File: src/rtl/dma_rd_port.sv
// DMA read port: fetches one burst of 16-bit elements from a 32-bit memory
// read FIFO and streams them to the engine low half first.
module dma_rd_port #(
    parameter int unsigned BURST_LEN = 16
) (
    input  logic        clk,
    input  logic        rst,
    input  logic        reads_en,
    input  logic [29:0] addr,
    output logic [15:0] ob_data,
    output logic        ob_we,
    output logic        busy,
    output logic        done,
    output logic        cmd_en,
    output logic [2:0]  cmd_instr,
    output logic [5:0]  cmd_bl,
    output logic [29:0] cmd_byte_addr,
    input  logic        cmd_full,
    output logic        rd_en,
    input  logic [31:0] rd_data,
    input  logic        rd_empty
);

    localparam int unsigned HALF = BURST_LEN / 2;
    localparam int unsigned CW   = 6;

    typedef enum logic [2:0] {
        IDLE,
        CMD,
        FETCH,
        EMIT_HI,
        DONE
    } state_t;

    state_t          state;
    state_t          state_nx;
    logic            odd_q;
    logic [CW-1:0]   word_cnt;
    logic [31:0]     hold;
    logic            accept;
    logic            first_word;
    logic            last_word;
    logic            emit_lo;
    logic            emit_hi;
    logic            unused_addr;

    // Element address bit 29 falls off the top of the 30-bit byte address.
    assign unused_addr = addr[29];
    assign cmd_instr   = 3'b001;

    assign first_word = (word_cnt == CW'(0));
    assign last_word  = (word_cnt == CW'(cmd_bl + CW'(1)));

    // Next-state decode plus the combinational memory strobes.
    always_comb begin
        state_nx = state;
        cmd_en   = 1'b0;
        rd_en    = 1'b0;
        accept   = 1'b0;
        emit_lo  = 1'b0;
        emit_hi  = 1'b0;
        case (state)
            IDLE: begin
                if (reads_en) begin
                    accept   = 1'b1;
                    state_nx = CMD;
                end
            end
            CMD: begin
                if (!cmd_full) begin
                    cmd_en   = 1'b1;
                    state_nx = FETCH;
                end
            end
            FETCH: begin
                if (!rd_empty) begin
                    rd_en    = 1'b1;
                    emit_lo  = !(odd_q && first_word);
                    state_nx = EMIT_HI;
                end
            end
            EMIT_HI: begin
                emit_hi  = !(odd_q && last_word);
                state_nx = last_word ? DONE : FETCH;
            end
            DONE: begin
                state_nx = IDLE;
            end
            default: begin
                state_nx = IDLE;
            end
        endcase
    end

    // State register.
    always_ff @(posedge clk) begin
        if (rst) begin
            state <= IDLE;
        end else begin
            state <= state_nx;
        end
    end

    // Burst context, word counter, hold register and registered outputs.
    always_ff @(posedge clk) begin
        if (rst) begin
            busy          <= 1'b0;
            done          <= 1'b0;
            ob_we         <= 1'b0;
            ob_data       <= '0;
            cmd_bl        <= '0;
            cmd_byte_addr <= '0;
            odd_q         <= 1'b0;
            word_cnt      <= '0;
            hold          <= '0;
        end else begin
            busy  <= (state_nx != IDLE);
            done  <= (state_nx == DONE);
            ob_we <= emit_lo | emit_hi;
            if (accept) begin
                odd_q         <= addr[0];
                cmd_byte_addr <= {addr[28:1], 2'b00};
                cmd_bl        <= addr[0] ? CW'(HALF) : CW'(HALF - 1);
                word_cnt      <= '0;
            end
            if (rd_en) begin
                hold     <= rd_data;
                word_cnt <= word_cnt + CW'(1);
            end
            if (emit_lo) begin
                ob_data <= rd_data[15:0];
            end else if (emit_hi) begin
                ob_data <= hold[31:16];
            end
        end
    end

endmodule

File: config.mk
export PLATFORM = sky130hd
export DESIGN_NAME = dma_rd_port
export DESIGN_NICKNAME = d
export VERILOG_FILES = /design/src/rtl/dma_rd_port.sv
export SDC_FILE = /design/constraint.sdc
export NUM_CORES = 1
export LEC_CHECK = 0
export BUFFER_PORTS_ARGS = -buffer_cell sky130_fd_sc_hd__buf_2
export CAP_MARGIN = 25
export CORE_MARGIN = 1
export CORE_UTILIZATION = 35
export DETAILED_ROUTE_END_ITERATION = 8
export GPL_TIMING_DRIVEN = 0
export PLACE_DENSITY = 0.73
export SYNTH_ARGS = -nofsm -noshare
export SYNTH_HDL_FRONTEND = slang
export SYNTH_SLANG_ARGS = --single-unit
export TNS_END_PERCENT = 20
File: constraint.sdc
create_clock -name clk -period 2.34 [get_ports clk]
set_clock_uncertainty 0.1 [all_clocks]
set_input_delay 0.117 -clock clk [delete_from_list [all_inputs] [get_ports clk]]
set_output_delay 0.117 -clock clk [all_outputs]
set_load 0.01 [all_outputs]
## Yosys cells after proc, flatten, opt, wreduce, memory -nomap -nowiden

Index checks and enable logic that the tools add are counted.

- Register bits after elaboration: 95
- Output and inout port bits: 60
- Input bits: 67

- Add/subtract/negate cells: 2
- Muxes and demuxes: 19
- Bitwise gates (word level): 1
- Reductions and logical operators: 9
- Equal/unequal tests: 5

Operators with widths:

| kind | number |
|---|---|
| two-way mux 16 bit | 2 |
| adder 6 x 1 -> 6 bit (second input constant) | 2 |
| two-way mux 3 bit | 4 |
| two-way mux 6 bit | 2 |
| case mux 3 bit (4 select lines) | 1 |
| two-way mux 1 bit | 9 |
| equality test 3 x 2 -> 1 bit (second input constant) | 2 |
| equality test 6 bit | 1 |
| zero test 6 bit | 1 |
| two-way mux 4 bit | 1 |
| nonzero test 2 bit | 2 |
| equality test 3 x 1 -> 1 bit (second input constant) | 1 |
| equality test 3 bit (second input constant) | 1 |
| zero test 3 bit | 1 |
| nonzero test 3 bit | 1 |
| logical AND 1 bit | 2 |
| zero test 1 bit | 2 |
| bitwise OR 1 bit | 1 |

## Depth between registers and ports, before layout

Gate-level depths: netlist of the first run.

- Depth after elaboration: 7
- Mapped depth: 7

## Least setup slack after synthesis of the first run

No wires, ideal clock.

- Path type: reg-to-reg
- Start point: reg cmd_bl[2]
- End point: reg ob_data[10]
- Stages on the path, launching flop included: 7
- Period minus slack after synthesis: 1.976 ns
- Slack: 0.364 ns
- Arrival time: 1.757 ns
- Data required time: 2.121 ns
- Cells stage by stage: dfxtp_1 ha_1 xnor2_1 and4b_1 clkbuf_1 o21ai_4 o221a_2

- Cells in the longest elaborated chain, start to end: 6

RTL lines:

| item | RTL line | text |
|---|---|---|
| from (decl) | 16 | `output logic [5:0] cmd_bl,` |
| from (signal assigned) | 123 | `cmd_bl <= addr[0] ? CW'(HALF) : CW'(HALF - 1);` |
| adder 6 x 1 -> 6 bit | 52 | `assign last_word = (word_cnt == CW'(cmd_bl + CW'(1)));` |
| equality test 6 bit | 52 |  |
| logical AND 1 bit | 83 | `emit_hi = !(odd_q && last_word);` |
| zero test 1 bit | 83 |  |
| two-way mux 1 bit | 62 | `case (state)` |
| nonzero test 2 bit (no line) | -- |  |
| to (signal assigned) | 131 | `ob_data <= rd_data[15:0];` |
| to (signal assigned) | 133 | `ob_data <= hold[31:16];` |
| to (decl) | 10 | `output logic [15:0] ob_data,` |

No other way between the ends.
A chain may end at the register's enable or synchronous reset.

## Final worst setup path of the first run

- Start point: reg state[1]
- End point: out rd_en

- Cells in the longest elaborated chain, start to end: 2

RTL lines:

| item | RTL line | text |
|---|---|---|
| from (decl) | 35 | `state_t state;` |
| from (signal assigned) | 100 | `state <= state_nx;` |
| equality test 3 x 2 -> 1 bit | 62 |  |
| two-way mux 1 bit | 62 |  |
| to (decl) | 19 | `output logic rd_en,` |

No other way between the ends.

==> flow_metrics.tcl, run 1 <==
set metrics [dict create \
    grt_pass1_wl_um 14330 \
    coreArea_mm2 0.008341 \
    gp_congestion 0.8314 \
    ys_types 36 \
    arrival_ns 1.98 \
    io_pins 127 \
    wl_um 8914 \
    setup_tns_ns 0 \
    grt_max_degree 13 \
    grt_use_total 0.2034 \
    fin_nets 624 \
    min_period_over_period 0.9376 \
    timing.final.max_slew_violations 0 \
    path_class "register to output port" \
    dp_hpwl_um 6000 \
    synthArstFlopShare 0 \
    tritoncts "built" \
    p_leak_nw 1.999 \
    dr.pass1.iters 4 \
    area_delta_synth_final_pct 46.99 \
    die_area_mm2 0.009111 \
    antenna_found_initial 0 \
    end_kind "output port" \
    syn_area_mm2 0.003057 \
    fp-row-count 33 \
    p_per_area_mw_per_mm2 593.1 \
    grt_pass1_vias 3197 \
    setup_viol 0 \
    maxSlewHeadroom 0.6259 \
    die_width_um 95.45 \
    maxCapViolCount 0 \
    clk_latency_ns 0.34 \
    post-route-util 0.5387 \
    hold_slack_ns 0.01576 \
    period_needed_ns 2.194 \
    finalWorstSetupSlack_ns 0.1459 \
    cp_max_fo 10 \
    peakVddDrop_v 0.0003183 \
    cp.required_ns 2.12 \
    post-place-ws_ns 0.09503 \
    path_clk_slew_ns 0.08 \
    synth_edf_count 0 \
    fmax_ghz 0.4558 \
    startpoint_type "register" \
    die_y_um 95.45 \
    netlist_instances 369 \
    ys_ff_latch 74 \
    cts_made_buffers 9 \
    drive_above_1_share 0.2987 \
    synth.avg_cell_area_um2 8.284 \
    start_util 0.3665 \
    clockBufferDepth 2 \
    worstMarginPinSlew_ns 0.5612 \
    min_path_type "input pin to register" \
    n_antenna_cell 0 \
    yosysWarnings 0 \
    drtIter0Drc 165 \
    port-buffer-count 117 \
    viasPerCell 4.825 \
    via_count 3204 \
    seq_area_frac_synth 0.4847 \
    overflow 0 \
    ant_nets 0 \
    synth_ff_type "dfxtp_1" \
    route.detailed.drc 0 \
    cts_max_level 3 \
    hold_viol_final 0 \
    cts-root-buf "clkbuf_8" \
    wl_per_cell_um 13.42 \
    clkSinkCount 74 \
    outcome "finished clean" \
]
-- kinds of logic after synthesis --
| kind of cell | Yosys count | share of synthesized area |
|---|---|---|
| and+or+nand+nor | 135 | 0.1854 |
| AOI/OAI and AO/OA | 99 | 0.2161 |
| DFF | 74 | 0.4846 |
| buffers and inverters | 50 | 0.08145 |
| xor gates and xnor gates | 5 | 0.01433 |
| adders and majority gates | 3 | 0.01228 |
| other | 2 | 0.002457 |
| muxes | 1 | 0.003275 |
-- final cells by class --
type	instances	area, µm²
Buffer	36	196.4
Fill cell	769	3847
Tap cell	105	131.4
Clock inverter	5	31.28
Timing Repair Buffer	170	1116
Inverter	13	48.80
Multi-Input combinational cell	250	1356
Clock buffer	11	131.4
Sequential cell	74	1481
-- metal layers --
layer  part of all wire  global-route usage  routed length (µm)  vias up
met5                  0                   0                   0        -
met4              0.014             0.08582                 124        0
met3              0.086             0.05582                 767       12
met2               0.48              0.3518                4238      145
met1               0.42              0.2347                3784     1441
li1                   -                   -                   -     1606
-- state kept, by name, summed over array words and instances (netlist names) --
signal         count
cmd_byte_addr     28
hold              16
ob_data           16
word_cnt           6
state              3
busy               1
cmd_bl             1
done               1
ob_we              1
odd_q              1
-- cells in the mapped netlist, types with 2 or more instances --
cell type  instances  area [µm²]
clkbuf_1          18       67.56
a211oi_1           8       60.06
a21oi_1           60       300.3
a41oi_1            6       52.55
inv_1             13       48.80
dfxtp_1           74        1481
ha_1               3       37.54
nor3_1             6       30.03
nand3_1            3       15.01
conb_1             2       7.510
buf_4             10       75.07
nand2_1           94       352.8
nor4b_1            2       17.52
buf_2              7       35.03
nor2_1            23       86.33
buf_6              2       22.52
o221a_2            9       101.4
o21ai_0            8       40.04
xnor2_1            4       35.03
-- cell usage in the layout, fill, tap and decap left out, drive strengths merged --
master	n
o21ai	9
o31a	1
xor2	1
a41o	1
nor4b	2
o221a	9
a211oi	9
clkbuf	28
a22oi	1
clkinvlp	1
nor2b	1
nand3	3
dlygate4sd3	53
inv	13
buf	136
or4b	2
nand4b	1
or4	1
mux2i	1
nor2	23
and4b	1
a41oi	8
dfxtp	74
a21oi	60
ha	3
nand4	1
a21boi	1
nor3	6
xnor2	4
nand2	94
conb	7
clkinv	4
-- repair_timing --
action	in CTS	in global routing
setup buffers	0	0
endpoints found under the setup margin	0	29
hold buffers	53	0
hold endpoints to repair	53	0
gates resized for setup	0	2
-- power by group --
group	switching [mW]	internal (mW)	leakage [nW]
Combinational	0.239	0.226	1.31
Clock	0.462	0.382	0.0831
Sequential	0.0346	1.32	0.603
Total	0.736	1.93	2.00
-- through the flow --
stage               power (mW)  instances  instance area, µm²
detailed placement       1.774        596                3792
finish                   2.665        664                4493
global placement         1.763        596                3792
floorplan                1.610        374                3075
global route             2.808        664                4493
CTS                      2.686        665                4486
-- critical path, stage by stage (launching register included) --
cell	delay, ns
dfxtp_1	0.31
buf_2	0.20
or4b_1	0.44
buf_2	0.17
inv_1	0.10
buf_2	0.25
buf_2	0.17
-- path summary, 6_finish.rpt --
check	startpoint	to	slack, ns	depth (start not counted)
max	state[1]	rd_en	0.15	6
min	rd_data[0]	ob_data[0]	0.02	3
max reg2reg	odd_q	ob_data[10]	0.21	5
min reg2reg	cmd_byte_addr[23]	cmd_byte_addr[23]	0.35	2
(Power assumes the default switching activity.)
==> run 2, diff against run 1 <==
Settings changed: CORE_MARGIN 1 to 4, SETUP_SLACK_MARGIN set to 0.5.
==> run 2 against run 1 <==
  * Final area rose by 8.0%
  * Maximum frequency rose by 13%
  * Largest cell class is now buffers
  * Clock-buffer cell count did not move
  * Clock power rose by 29%
  * Sequential power barely moved
  * Highest routed layer unchanged
  * Critical path type is now register to register
  * Hold slack improved by 0.0085 ns
==> flow_metrics.tcl, run 2 (same netlist as run 1, synthesis figures left out) <==
set metrics [dict create \
    outcome "finished clean" \
    cp_max_fo 8 \
    clkSinkCount 74 \
    final_common_cell "buf_2" \
    fin_nets 639 \
    gp_congestion 0.7771 \
    dp_hpwl_um 6443 \
    grt_pass1_wl_um 15710 \
    fp-row-count 33 \
    die_width_um 101.5 \
    setup_tns_ns 0 \
    cts-root-buf "clkbuf_8" \
    antenna_found_initial 0 \
    die_y_um 101.5 \
    start_util 0.3665 \
    clk_latency_ns 0.34 \
    route.detailed.drc 0 \
    startpoint_type "register" \
    p_per_area_mw_per_mm2 613.5 \
    min_path_type "input pin to register" \
    grt_max_degree 13 \
    crit_family "buffers and inverters" \
    tritoncts "built" \
    top_regs "cmd_byte_addr (28), hold (16), ob_data (16)" \
    peakVddDrop_v 0.0004182 \
    grt_pass1_vias 3381 \
    cts_made_buffers 9 \
    hold_slack_ns 0.02425 \
    coreArea_mm2 0.008341 \
    dp.cells 596 \
    p_leak_nw 2.158 \
    area_delta_synth_final_pct 58.70 \
    cpPeakStageDelay_ns 0.47 \
    fin_area_mm2 0.004851 \
    ant_nets 0 \
    io_pins 127 \
    place_area_mm2 0.003801 \
    post-place-ws_ns 0.09393 \
    path_clk_slew_ns 0.08 \
    overflow 0 \
    finalWorstSetupSlack_ns 0.3930 \
    crit_chain "buf_6 > or4b_4 > buf_6 > a41oi_4 > buf_12 > buf_6 > a41oi_1 > a211oi_1" \
    finalNonFillerCells 678 \
    clockBufferDepth 2 \
    maxCapViolCount 0 \
    via_count 3324 \
    fill_cells 705 \
    cp_num_buf_inv 4 \
    timing.final.max_slew_violations 0 \
    largest_register_ffs 28 \
    dr.pass1.iters 4 \
    slowest_stage "or4b_4" \
    p_total_mw 2.976 \
    wl_per_cell_um 14.72 \
    maxSlewHeadroom 0.6180 \
    path_class "register to register" \
    crit_top_cell "buf_6" \
    grt_use_total 0.1896 \
    fmax_ghz 0.5136 \
    port-buffer-count 117 \
    period_needed_ns 1.947 \
    die_area_mm2 0.01029 \
    end_kind "register" \
    cts_max_level 3 \
    rsz0062_at_grt "yes" \
    layout_common_cells "buf_2, nand2_1, dfxtp_1" \
    drtIter0Drc 138 \
    cp.required_ns 2.49 \
    viasPerCell 4.903 \
    regMostFlops "cmd_byte_addr" \
    worstMarginPinSlew_ns 0.5730 \
    hold_viol_final 0 \
    setup_viol 0 \
    drive_above_1_share 0.3525 \
    wl_um 9983 \
    post-route-util 0.5816 \
    arrival_ns 2.10 \
    n_antenna_cell 0 \
    min_period_over_period 0.8321 \
]
run 2: cell types whose count changed in the layout (fill, tap and decap cells not counted), sizes merged:
cell | before | now
clkbuf | 28 | 26
o21ai | 9 | 10
clkinv | 4 | 1
buf | 136 | 150
dlygate4sd3 | 53 | 55
bufinv | 0 | 2
run 2: path summary, 6_finish.rpt:
kind / startpoint / endpoint / slack [ns] / cells past startpoint
max: state[0] / ob_data[13] / 0.39 / 8
min: rd_data[1] / ob_data[1] / 0.02 / 4
max reg2reg: state[0] / ob_data[13] / 0.39 / 8
min reg2reg: cmd_byte_addr[13] / cmd_byte_addr[13] / 0.36 / 2
run 2: worst register-to-register path: stages, from the launching register on:
cell      delay (ns)
dfxtp_2         0.32
buf_6           0.12
or4b_4          0.48
buf_6           0.15
a41oi_4         0.20
buf_12          0.16
buf_6           0.10
a41oi_1         0.04
a211oi_1        0.21
run 2: final cells by class:
cell class,instances,area [µm²],share of cell area
buffer,37,271.5,0.05597
clock buffer,11,141.4,0.02915
clock inverter,4,76.32,0.01573
inverter,13,48.80,0.01006
multi-input combinational,251,1454,0.2997
sequential,74,1489,0.3069
tap,105,131.4,0.02708
timing repair buffer,183,1239,0.2554
run 2: metal layers:
metal	vias to the layer above	routed length, µm	share of wire	global-route usage
li1	1644	-	-	-
met3	17	983	0.098	0.06680
met5	-	0	0	0
met4	0	129	0.013	0.04192
met2	152	4835	0.48	0.3340
met1	1511	4035	0.40	0.2214
run 2: repair_timing:
item	in CTS	in global routing
hold buffers	55	0
setup endpoints to repair	64	65
setup buffers	2	8
endpoints found under the hold margin	56	0
cloned	1	1
pin swaps	2	9
resized for setup	24	27
run 2: where the power goes:
part	internal, mW	switching [mW]
Sequential	1.32	0.0371
Combinational	0.268	0.260
Clock	0.626	0.463
Total	2.22	0.760
==> run 3, diff against run 2 <==
Settings changed: ABC_AREA set to 1.
Clock period 2.34 ns to 1.8 ns, I/O delays scaled along.
==> run 3 against run 2 <==
  * Total power up 48%
  * Critical path type unchanged
  * Sequential cell count unchanged
  * First-iteration DRC count increased by 10%
  * Sequential share of layout area shrank 0.23 points
==> flow_metrics.tcl, run 3 <==
set metrics [dict create \
    crit_chain "ha_4 > inv_2 > nand2_2 > nand2_2 > nor2_4 > nand2_2 > nand2_4 > buf_6 > nand4_1 > nand2_1 > nand2_1" \
    timing.final.max_slew_violations 0 \
    synth_common_cells "nor2_1, dfxtp_1, nand2_1" \
    clockBufferDepth 2 \
    period_needed_ns 1.579 \
    min_path_type "input pin to register" \
    seq_area_frac_synth 0.4620 \
    wl_per_cell_um 13.67 \
    cp.required_ns 1.94 \
    peakVddDrop_v 0.0005448 \
    clkSinkCount 74 \
    synth.avg_cell_area_um2 7.322 \
    cp_max_fo 6 \
    grt_use_total 0.1882 \
    slowest_stage "dfxtp_4" \
    n_antenna_cell 0 \
    syn_area_mm2 0.003207 \
    m1WireLength_um 4073 \
    start_util 0.3642 \
    cts_made_buffers 9 \
    port-buffer-count 117 \
    layout_common_cells "buf_2, nor2_1, dfxtp_1" \
    grt_max_degree 14 \
    pwr-share-comb 0.197 \
    endpoint "busy" \
    multi_input_area_mm2 0.001483 \
    yosysMostFrequentCell "nor2_1" \
    die_area_mm2 0.01076 \
    die_width_um 103.7 \
    synth_top_cell_area_share 0.4620 \
    regMostFlops "cmd_byte_addr" \
    rsz0062_at_grt "yes" \
    clk_latency_ns 0.34 \
    startpoint_type "register" \
    synth_area_leaders "dfxtp_1, nor2_1, o21ai_0, nand2_1, inv_1" \
    internal_power_mw 3.232 \
    switching_share 0.2663 \
    cts-root-buf "clkbuf_8" \
    p_clk_frac 0.384 \
    fill_cells 809 \
    synth_top_cell_by_area "dfxtp_1" \
    arrival_ns 1.71 \
    cts_max_level 3 \
    die_y_um 103.7 \
    cpPeakStageDelay_ns 0.36 \
    largest_register_ffs 28 \
    topRoutingLayerUsed "met4" \
    gp_congestion 0.7843 \
    r2r_cells 11 \
    cp.depth 11 \
    r2r_start "cmd_bl[2]" \
    route.detailed.drc 0 \
    finalWorstSetupSlack_ns 0.2207 \
    coreArea_mm2 0.008806 \
    fp-row-count 34 \
    io_pins 127 \
    drtIter0Drc 152 \
    ant_nets 0 \
    crit_start "cmd_bl[2]" \
    ys_types 28 \
    overflow 0 \
    ys_ff_latch 74 \
    drive_above_1_share 0.3145 \
    path_class "register to register" \
    p_per_area_mw_per_mm2 895.0 \
    p_switching_mw 1.173 \
    dp_hpwl_um 6738 \
    synthArstFlopShare 0 \
    grt_pass1_wl_um 16460 \
    final_common_cell "buf_2" \
    hold_viol_final 0 \
    wl_um 10170 \
    antenna_found_initial 0 \
    wl_met2_um 4927 \
    dr.pass1.iters 5 \
    netlist_instances 438 \
    hold_slack_ns 0.01573 \
    synth_ff_type "dfxtp_1" \
    finalNonFillerCells 744 \
    end_kind "register" \
    setup_viol 0 \
    fmax_ghz 0.6332 \
    cp_num_buf_inv 2 \
    path_clk_slew_ns 0.08 \
    wl_met3_um 876 \
    p_leak_nw 2.447 \
    crit_top_cell "nand2_2" \
    tritoncts "built" \
    outcome "finished clean" \
    grt_pass1_vias 3433 \
    p_seq_frac 0.418 \
    setup_tns_ns 0 \
    fin_nets 701 \
    post-place-ws_ns 0.1096 \
    via_count 3495 \
    yosysWarnings 0 \
    area_delta_synth_final_pct 53.45 \
    viasPerCell 4.698 \
    crit_family "simple AND/OR/NAND/NOR gates" \
    synth_edf_count 0 \
    top_regs "cmd_byte_addr (28), hold (16), ob_data (16)" \
    r2r_setup_slack_ns 0.22 \
    maxCapViolCount 0 \
    dp.cells 668 \
    min_period_over_period 0.8774 \
    reg2reg_to "busy" \
    regArea_mm2 0.001499 \
]
run 3: cells by family (layout without fill, tap and decap cells):
kind of cell | after synthesis | count (layout) | share of synthesized area
other | 2 | 7 | 0.002342
buffers and inverters | 63 | 256 | 0.1011
adder cells (fa/ha/maj) | 3 | 3 | 0.01171
AO/OA/AOI/OAI | 71 | 71 | 0.1147
XOR/XNOR | 1 | 1 | 0.002732
AND/OR/NAND/NOR | 224 | 224 | 0.3055
flip-flops | 74 | 74 | 0.4620
run 3: worst register-to-register path, delay by kind of cell (launching register included):
kind                     cells  cell delay [ns]
adder cells (fa/ha/maj)      1             0.27
flip-flops                   1             0.36
buffers and inverters        2             0.16
AND/OR/NAND/NOR              8             0.58
run 3: layer usage:
layer | track usage | vias to the layer above
met5 | 0 | -
li1 | - | 1763
met1 | 0.2208 | 1531
met3 | 0.04664 | 25
met2 | 0.3243 | 176
met4 | 0.08547 | 0
run 3: worst min path at each step:
stage,slack (ns),startpoint,cells after the start,to
2_1_floorplan,0.15,addr[0],2,odd_q
3_3_place_gp,0.24,addr[11],3,cmd_byte_addr[12]
3_5_place_dp,0.25,addr[19],3,cmd_byte_addr[20]
4_1_cts,0.001,rd_data[13],5,ob_data[13]
5_1_grt,0.03,rd_data[15],5,ob_data[15]
6_report,0.02,rd_data[4],4,ob_data[4]
run 3: power groups by stage:
| stage | clock network, mW | registers, mW | logic (mW) |
|---|---|---|---|
| after floorplan | 0 | 1.92 | 0.387 |
| after global placement | 0 | 1.87 | 0.702 |
| after detailed placement | 0 | 1.88 | 0.714 |
| after CTS | 1.72 | 1.84 | 0.858 |
| after global routing | 1.79 | 1.86 | 0.973 |
| final | 1.69 | 1.84 | 0.870 |
run 3: per-stage QoR:
stage / power (mW) / util / instance area [µm²]
after global placement: 2.575 / 0.4507 / 3969
final: 4.404 / 0.5588 / 4921
after global routing: 4.624 / 0.5588 / 4921
after floorplan: 2.310 / - / 3248
after detailed placement: 2.594 / 0.4507 / 3969
after CTS: 4.418 / 0.5574 / 4908
run 3: area by class of cell:
cell class,count,area share
multi-input cells,306,0.3013
well taps,108,0.02746
clock inverters,5,0.02161
plain buffers,33,0.04780
flip-flops and latches,74,0.3046
clock buffers,11,0.03305
inverters,30,0.02543
repair buffers,177,0.2387
run 3: timing repair:
action,4_1_cts,5_1_grt
pin swaps,4,7
setup buffers,6,0
gates resized for setup,30,5
hold buffers,52,0
cloned,2,0
endpoints found under the setup margin,76,79
hold endpoints to repair,59,0
